===== config.mk =====
export PLATFORM = sky130hd
export DESIGN_NAME = spi_slave_param_flat
export DESIGN_NICKNAME = d
export VERILOG_FILES = /design/src/rtl/spi_slave_param_if.sv /design/src/rtl/spi_slave_param.sv /design/src/flat_wrapper.sv
export SDC_FILE = /design/constraint.sdc
export NUM_CORES = 1
export LEC_CHECK = 0
export ABC_AREA = 0
export CAP_MARGIN = 30
export CORE_ASPECT_RATIO = 1.25
export CORE_MARGIN = 2
export CORE_UTILIZATION = 35
export DETAILED_ROUTE_END_ITERATION = 16
export GPL_TIMING_DRIVEN = 0
export PLACE_DENSITY = 0.66
export SYNTH_ARGS = -nofsm -noshare
export SYNTH_HDL_FRONTEND = slang
export SYNTH_SLANG_ARGS = --single-unit
export TNS_END_PERCENT = 30

===== constraint.sdc =====
create_clock -name clk -period 3.1 [get_ports clk]
set_input_delay 0.31 -clock clk [delete_from_list [all_inputs] [get_ports clk]]
set_output_delay 0.31 -clock clk [all_outputs]
set_load 0.05 [all_outputs]

===== src/rtl/spi_slave_param_if.sv =====
// SPI pins plus RAM-side receive/transmit bundle for spi_slave_param.
interface spi_slave_param_if #(
    parameter int DATA_W = 8
);
    localparam int FRAME_W = DATA_W + 2;

    logic               SS_n;
    logic               MOSI;
    logic               MISO;
    logic [FRAME_W-1:0] rx_data;
    logic               rx_valid;
    logic [DATA_W-1:0]  tx_data;
    logic               tx_valid;
    logic               read_pending;
    logic               busy;
    logic               frame_err;

    modport slave (
        input  SS_n, MOSI, tx_data, tx_valid,
        output MISO, rx_data, rx_valid, read_pending, busy, frame_err
    );

    modport master (
        output SS_n, MOSI, tx_data, tx_valid,
        input  MISO, rx_data, rx_valid, read_pending, busy, frame_err
    );
endinterface


===== src/rtl/spi_slave_param.sv =====
// Parametrised SPI slave front-end for the single-port RAM subsystem.
// Define SPI_SLV_FRAME_ERR_EN to build the aborted-frame detector.
module spi_slave_param #(
    parameter int DATA_W    = 8,
    parameter bit MSB_FIRST = 1'b1
) (
    input  logic              clk,
    input  logic              rst_n,
    spi_slave_param_if.slave  bus
);
    localparam int FRAME_W = DATA_W + 2;
    localparam int CNT_W   = $clog2(FRAME_W + 1);
    localparam int TXC_W   = $clog2(DATA_W + 1);

    typedef enum logic [2:0] {
        IDLE,
        CHK_CMD,
        WRITE,
        READ_ADDR,
        READ_DATA
    } state_t;

    state_t             cs_q, cs_d;
    logic [CNT_W-1:0]   cnt_q, cnt_d;
    logic [FRAME_W-1:0] rx_data_q, rx_data_d;
    logic               rx_valid_q, rx_valid_d;
    logic               rd_pend_q, rd_pend_d;
    logic               miso_q, miso_d;
    logic [DATA_W-1:0]  tx_sh_q, tx_sh_d;
    logic [TXC_W-1:0]   tx_cnt_q, tx_cnt_d;
    logic               tx_act_q, tx_act_d;
    logic               tx_done_q, tx_done_d;
    logic               rx_phase;
    logic               store;
    int                 pos;

    assign rx_phase = (cs_q == WRITE || cs_q == READ_ADDR ||
                       cs_q == READ_DATA) && (cnt_q != '0);

`ifdef SPI_SLV_FRAME_ERR_EN
    logic ferr_q, ferr_d;
    logic tx_short;

    // Shift-out cut short before every payload bit left the slave
    assign tx_short = (cs_q == READ_DATA) && tx_act_q && (tx_cnt_q != '0);
`endif

    always_comb begin
        cs_d       = cs_q;
        cnt_d      = cnt_q;
        rx_data_d  = rx_data_q;
        rx_valid_d = 1'b0;
        rd_pend_d  = rd_pend_q;
        miso_d     = miso_q;
        tx_sh_d    = tx_sh_q;
        tx_cnt_d   = tx_cnt_q;
        tx_act_d   = tx_act_q;
        tx_done_d  = tx_done_q;
        store      = 1'b0;
        pos        = 0;
`ifdef SPI_SLV_FRAME_ERR_EN
        ferr_d     = 1'b0;
`endif
        if (cs_q != IDLE && bus.SS_n) begin
            cs_d      = IDLE;
            cnt_d     = '0;
            miso_d    = 1'b0;
            tx_act_d  = 1'b0;
            tx_done_d = 1'b0;
`ifdef SPI_SLV_FRAME_ERR_EN
            ferr_d    = rx_phase || tx_short;
`endif
        end else begin
            unique case (cs_q)
                IDLE: begin
                    if (!bus.SS_n) cs_d = CHK_CMD;
                end
                CHK_CMD: begin
                    store = 1'b1;
                    pos   = MSB_FIRST ? FRAME_W - 1 : 0;
                    cnt_d = CNT_W'(FRAME_W - 1);
                    if (!bus.MOSI)    cs_d = WRITE;
                    else if (rd_pend_q) cs_d = READ_DATA;
                    else              cs_d = READ_ADDR;
                end
                WRITE, READ_ADDR, READ_DATA: begin
                    if (rx_phase) begin
                        store = 1'b1;
                        pos   = MSB_FIRST ? int'(cnt_q) - 1
                                          : FRAME_W - int'(cnt_q);
                        cnt_d = cnt_q - 1'b1;
                        if (cnt_q == CNT_W'(1)) begin
                            rx_valid_d = 1'b1;
                            if (cs_q == READ_ADDR) rd_pend_d = 1'b1;
                        end
                    end else if (cs_q == READ_DATA) begin
                        if (tx_act_q) begin
                            if (tx_cnt_q != '0) begin
                                miso_d   = MSB_FIRST ? tx_sh_q[DATA_W-1]
                                                     : tx_sh_q[0];
                                tx_sh_d  = MSB_FIRST ? tx_sh_q << 1
                                                     : tx_sh_q >> 1;
                                tx_cnt_d = tx_cnt_q - 1'b1;
                            end else begin
                                tx_act_d  = 1'b0;
                                tx_done_d = 1'b1;
                                rd_pend_d = 1'b0;
                            end
                        end else if (!tx_done_q && bus.tx_valid) begin
                            miso_d   = MSB_FIRST ? bus.tx_data[DATA_W-1]
                                                 : bus.tx_data[0];
                            tx_sh_d  = MSB_FIRST ? bus.tx_data << 1
                                                 : bus.tx_data >> 1;
                            tx_cnt_d = TXC_W'(DATA_W - 1);
                            tx_act_d = 1'b1;
                        end
                    end
                end
                default: cs_d = IDLE;
            endcase
        end
        for (int i = 0; i < FRAME_W; i++) begin
            if (store && i == pos) rx_data_d[i] = bus.MOSI;
        end
    end

    always_ff @(posedge clk or negedge rst_n) begin
        if (!rst_n) begin
            cs_q       <= IDLE;
            cnt_q      <= '0;
            rx_data_q  <= '0;
            rx_valid_q <= 1'b0;
            rd_pend_q  <= 1'b0;
            miso_q     <= 1'b0;
            tx_sh_q    <= '0;
            tx_cnt_q   <= '0;
            tx_act_q   <= 1'b0;
            tx_done_q  <= 1'b0;
        end else begin
            cs_q       <= cs_d;
            cnt_q      <= cnt_d;
            rx_data_q  <= rx_data_d;
            rx_valid_q <= rx_valid_d;
            rd_pend_q  <= rd_pend_d;
            miso_q     <= miso_d;
            tx_sh_q    <= tx_sh_d;
            tx_cnt_q   <= tx_cnt_d;
            tx_act_q   <= tx_act_d;
            tx_done_q  <= tx_done_d;
        end
    end

`ifdef SPI_SLV_FRAME_ERR_EN
    always_ff @(posedge clk or negedge rst_n) begin
        if (!rst_n) ferr_q <= 1'b0;
        else        ferr_q <= ferr_d;
    end
    assign bus.frame_err = ferr_q;
`else
    assign bus.frame_err = 1'b0;
`endif

    assign bus.MISO         = miso_q;
    assign bus.rx_data      = rx_data_q;
    assign bus.rx_valid     = rx_valid_q;
    assign bus.read_pending = rd_pend_q;
    assign bus.busy         = (cs_q != IDLE);
endmodule


===== src/flat_wrapper.sv =====
// flat-port wrapper written by rule: the top's interface ports become plain ports
module spi_slave_param_flat 
#(
    parameter int DATA_W    = 8,
    parameter bit MSB_FIRST = 1'b1
)
  (clk, rst_n, bus_SS_n, bus_MOSI, bus_tx_data, bus_tx_valid, bus_MISO, bus_rx_data, bus_rx_valid, bus_read_pending, bus_busy, bus_frame_err);
  spi_slave_param_if #(.DATA_W(DATA_W)) bus_i ();
  input  logic clk;
  input  logic rst_n;
  input wire logic [$bits(bus_i.SS_n)-1:0] bus_SS_n;
  input wire logic [$bits(bus_i.MOSI)-1:0] bus_MOSI;
  input wire logic [$bits(bus_i.tx_data)-1:0] bus_tx_data;
  input wire logic [$bits(bus_i.tx_valid)-1:0] bus_tx_valid;
  output wire logic [$bits(bus_i.MISO)-1:0] bus_MISO;
  output wire logic [$bits(bus_i.rx_data)-1:0] bus_rx_data;
  output wire logic [$bits(bus_i.rx_valid)-1:0] bus_rx_valid;
  output wire logic [$bits(bus_i.read_pending)-1:0] bus_read_pending;
  output wire logic [$bits(bus_i.busy)-1:0] bus_busy;
  output wire logic [$bits(bus_i.frame_err)-1:0] bus_frame_err;
  assign bus_i.SS_n = bus_SS_n;
  assign bus_i.MOSI = bus_MOSI;
  assign bus_i.tx_data = bus_tx_data;
  assign bus_i.tx_valid = bus_tx_valid;
  assign bus_MISO = bus_i.MISO;
  assign bus_rx_data = bus_i.rx_data;
  assign bus_rx_valid = bus_i.rx_valid;
  assign bus_read_pending = bus_i.read_pending;
  assign bus_busy = bus_i.busy;
  assign bus_frame_err = bus_i.frame_err;
  spi_slave_param #(.DATA_W(DATA_W), .MSB_FIRST(MSB_FIRST)) u_core (.clk(clk), .rst_n(rst_n), .bus(bus_i));
endmodule

==> summary.txt <==
Clocking
  – TritonCTS buffer count: 5
  – CTS tree: done
  – Postcts setup bufs: 0
  – Worst skew pair latency: 290 ps
  – Clock transition at path regs: ~70 ps
  – Post-cts sizing count: 0
  – Htree depth: 2
  – Post-CTS Hold Fix Bufs: 0
  – TritonCTS Sinks: 33
  – CTS root buffer: clkbuf_8
  – Longest Clk Path Bufs: 2

Final layout
  – Multi-input logic area: 926 um^2
  – Nets: 235
  – Storage cell area: a little over 800 um^2
  – ANT cells: 0
  – Synth-to-layout area growth: 23.7%
  – Share of cells above drive strength 1: 0.164
  – # fillers: roughly 510

Yosys
  – FFs w/ async S/R, synth: 1.00
  – Top-count cell post-synth: dfrtp_1
  – Top cells by area, synth: dfrtp_1 45%, mux2_2 4.9%, mux2i_1 3.8%
  – Yosys warns: 0
  – Syn avg cell area: 9.96 um^2
  – Post-synth top area cell: dfrtp_1
  – Unique masters post-synth: 51
  – Post-Synth XOR/XNOR Area: 0.0142
  – Syn_nets: approximately 200
  – Mux cell area share after synthesis: 0.0986
  – Synthesized instance count: ~190
  – Adder-cell share of the synthesized area: 0.0270
  – Prevailing post-synth register cell: dfrtp_1
  – Seq cells post-synth: 33
  – Top cell type's share of synthesized area: 0.446
  – Sequential element share of the synthesized area: 0.446
  – EDFF count, synth: 0
  – Synth Area in Compound Gates: 0.127
  – Largest family of logic cells by synthesized area: simple AND/OR/NAND/NOR gates
  – Top post-synthesis cells by count: 33 x dfrtp_1, 18 x nand2_1, 12 x nor2_1, 10 x a21oi_1, 9 x nor3_1
  – Mapped Area: about 1900 um^2
  – Simple-gate share of the synthesized area: 0.231

Timing
  – Final WS setup: roughly 550 ps
  – Worst Max-Slew Pin Slew: around 730 ps
  – Slew headroom: 0.510
  – Final Hold Viols: 0
  – Setup TNS: 0 ps
  – Skew final: ~6.2 ps
  – Final setup fails: 0
  – Final Max Tran Viols: 0
  – Tcrit/Tclk final: 0.822
  – RSZ-0062 raised after global routing: no
  – Crit path time final: about 2500 ps
  – FMAX: roughly 0.39 GHz
  – Hold WS: between 70 and 80 ps

Die
  – FP Rows: 29
  – Chip width: roughly 69 um
  – Die H: ~85 um
  – Io pins: 28
  – Initial Util: 0.365
  – Placeable Area: 5080 um^2
  – Die ar.: between 5000 and 6000 um^2

Power and ir drop
  – Seq pwr share: 0.335
  – Leakage: 0.000947 uW
  – Pwr dens: 733 nW/um^2
  – Sw Pwr: 644 uW
  – Combinational power share: 0.412
  – Internal power: ~1000 uW
  – Clock power frac: 0.253
  – Peak supply drop: approximately 0.35 mV
  – Switching portion of total power: 0.384

Global routing
  – Vias in the first global route: around 1500
  – GR Overflow Total: 0
  – First-pass GRT wire length: 6600 um
  – Largest net degree at the start of global routing: 34
  – GRT Resource Usage Total: 0.139
  – Initial antenna violation count: 0

Worst hold path
  – Hold Path Class: primary input to asynchronous set/reset pin

Placement
  – Port bufs: 25
  – Pre-CTS setup slack: a little over 600 ps
  – DP HPWL: approximately 2700 um
  – Placer congestion estimate: 0.883

Detailed routing
  – DR pass1 iterations: 4
  – Via density: roughly 5.3
  – Iteration-0 DRC Markers: 39
  – Average wire per standard cell: between 10 and 15 um
  – Post-route ant nets: 0
  – Drt drc: 0
  – Via count: ~1500
  – Routed wire length: 3690 um

Setup path
  – CP top delay family: simple AND/OR/NAND/NOR gates
  – CP required: 3270 ps
  – Worst reg2reg path startpoint: u_core.cnt_q[0]
  – CP Launch Type: flip-flop
  – RR Endpoint: u_core.bus.rx_data[2]
  – Reg2Reg Setup Slack: 550 ps
  – CP bufs+invs: 2
  – Critical path's slowest cell: or3b_2
  – Crit end category: flip-flop
  – Worst endpoint data arrival time: 2720 ps
  – CP Max Fanout: 9
  – CP Class: flip-flop to flip-flop
  – Reg2reg path depth: 8
  – Crit-path cells: clkbuf_1 -> inv_1 -> ha_1 -> or3b_2 -> o21ai_1 -> and4b_1 -> nand3_1 -> mux2_1
  – Biggest cell delay along the critical path: between 400 and 500 ps

Outcome
  – Status: finished, final reports clean

Job
  – Max-cap viol count: 0
==> area by class of cell <==
type | instances | share of cell area
repair buffers | 25 | 0.107
well taps | 62 | 0.0339
clock inverters | 1 | 0.0131
plain buffers | 12 | 0.0339
flip-flops and latches | 33 | 0.360
clock buffers | 7 | 0.0377
inverters | 6 | 0.00983
multi-input cells | 135 | 0.404
==> per-layer routing <==
metal / vias up / routed length [um] / GRT usage
li1: 725 / - / -
met1: 703 / 1570 / 0.165
met2: 41 / 1850 / 0.235
met3: 10 / 178 / 0.0321
met4: 0 / 94 / 0.0713
met5: - / 0 / 0
==> stage by stage <==
step / util / cells / instance area, um^2 / power [uW]
final: 0.451 / 281 / 2290 / 1680
after global routing: 0.451 / 281 / 2290 / 1780
after CTS: 0.451 / 281 / 2290 / 1700
after detailed placement: 0.428 / 273 / 2170 / 1260
after global placement: 0.429 / 273 / 2180 / 1260
after floorplan: - / 186 / 1850 / 1070
==> power groups by stage <==
| stage | clock network [uW] | logic [uW] | registers (uW) |
|---|---|---|---|
| 2_1_floorplan | 0 | 338 | 728 |
| 3_3_place_gp | 0 | 689 | 569 |
| 3_5_place_dp | 0 | 691 | 571 |
| 4_1_cts | 440 | 694 | 562 |
| 5_1_grt | 461 | 751 | 571 |
| 6_report | 424 | 692 | 562 |
==> cell families after synthesis <==
group | after synthesis
compound gates | 34
xor+xnor | 3
fa+ha+maj | 4
buf+inv | 18
flops | 33
mux | 17
other cells | 1
simple gates | 76
==> flip-flops by register name, summed over array words and instances, names as in the netlist <==
register,cells
u_core.bus.MISO,1
u_core.bus.read_pending,1
u_core.bus.rx_data,10
u_core.bus.rx_valid,1
u_core.cnt_q,4
u_core.cs_q,3
u_core.tx_act_q,1
u_core.tx_cnt_q,4
u_core.tx_done_q,1
u_core.tx_sh_q,7
==> worst max-delay path by stage <==
stage / startpoint / to / slack [ps] / cells past startpoint
after detailed placement: u_core.cnt_q[0] / u_core.bus.rx_data[2] / 610 / 8
after global placement: u_core.cnt_q[0] / u_core.bus.rx_data[6] / 610 / 8
after floorplan: u_core.cnt_q[0] / u_core.bus.rx_data[2] / 860 / 8
final: u_core.cnt_q[0] / u_core.bus.rx_data[2] / 550 / 8
after global routing: u_core.cnt_q[0] / u_core.bus.rx_data[2] / 390 / 8
after CTS: u_core.cnt_q[0] / u_core.bus.rx_data[2] / 580 / 8
==> cell usage in the layout (no fill, tap or decap), types with 3 or more instances in the layout <==
master            n
nand2b_1          4
nor2_1           12
inv_1             6
mux2_2            8
nor3_1            9
nor3b_1           4
a21oi_1          10
nand2_1          18
clkbuf_1          6
clkbuf_8          6
dfrtp_1          33
mux2i_1           7
clkdlybuf4s50_1  24
buf_2             3
nor4_1            3
buf_6             3
o21ai_1           5
ha_1              4
nand3_1           6
No activity file was read; power rests on OpenSTA's default activity.
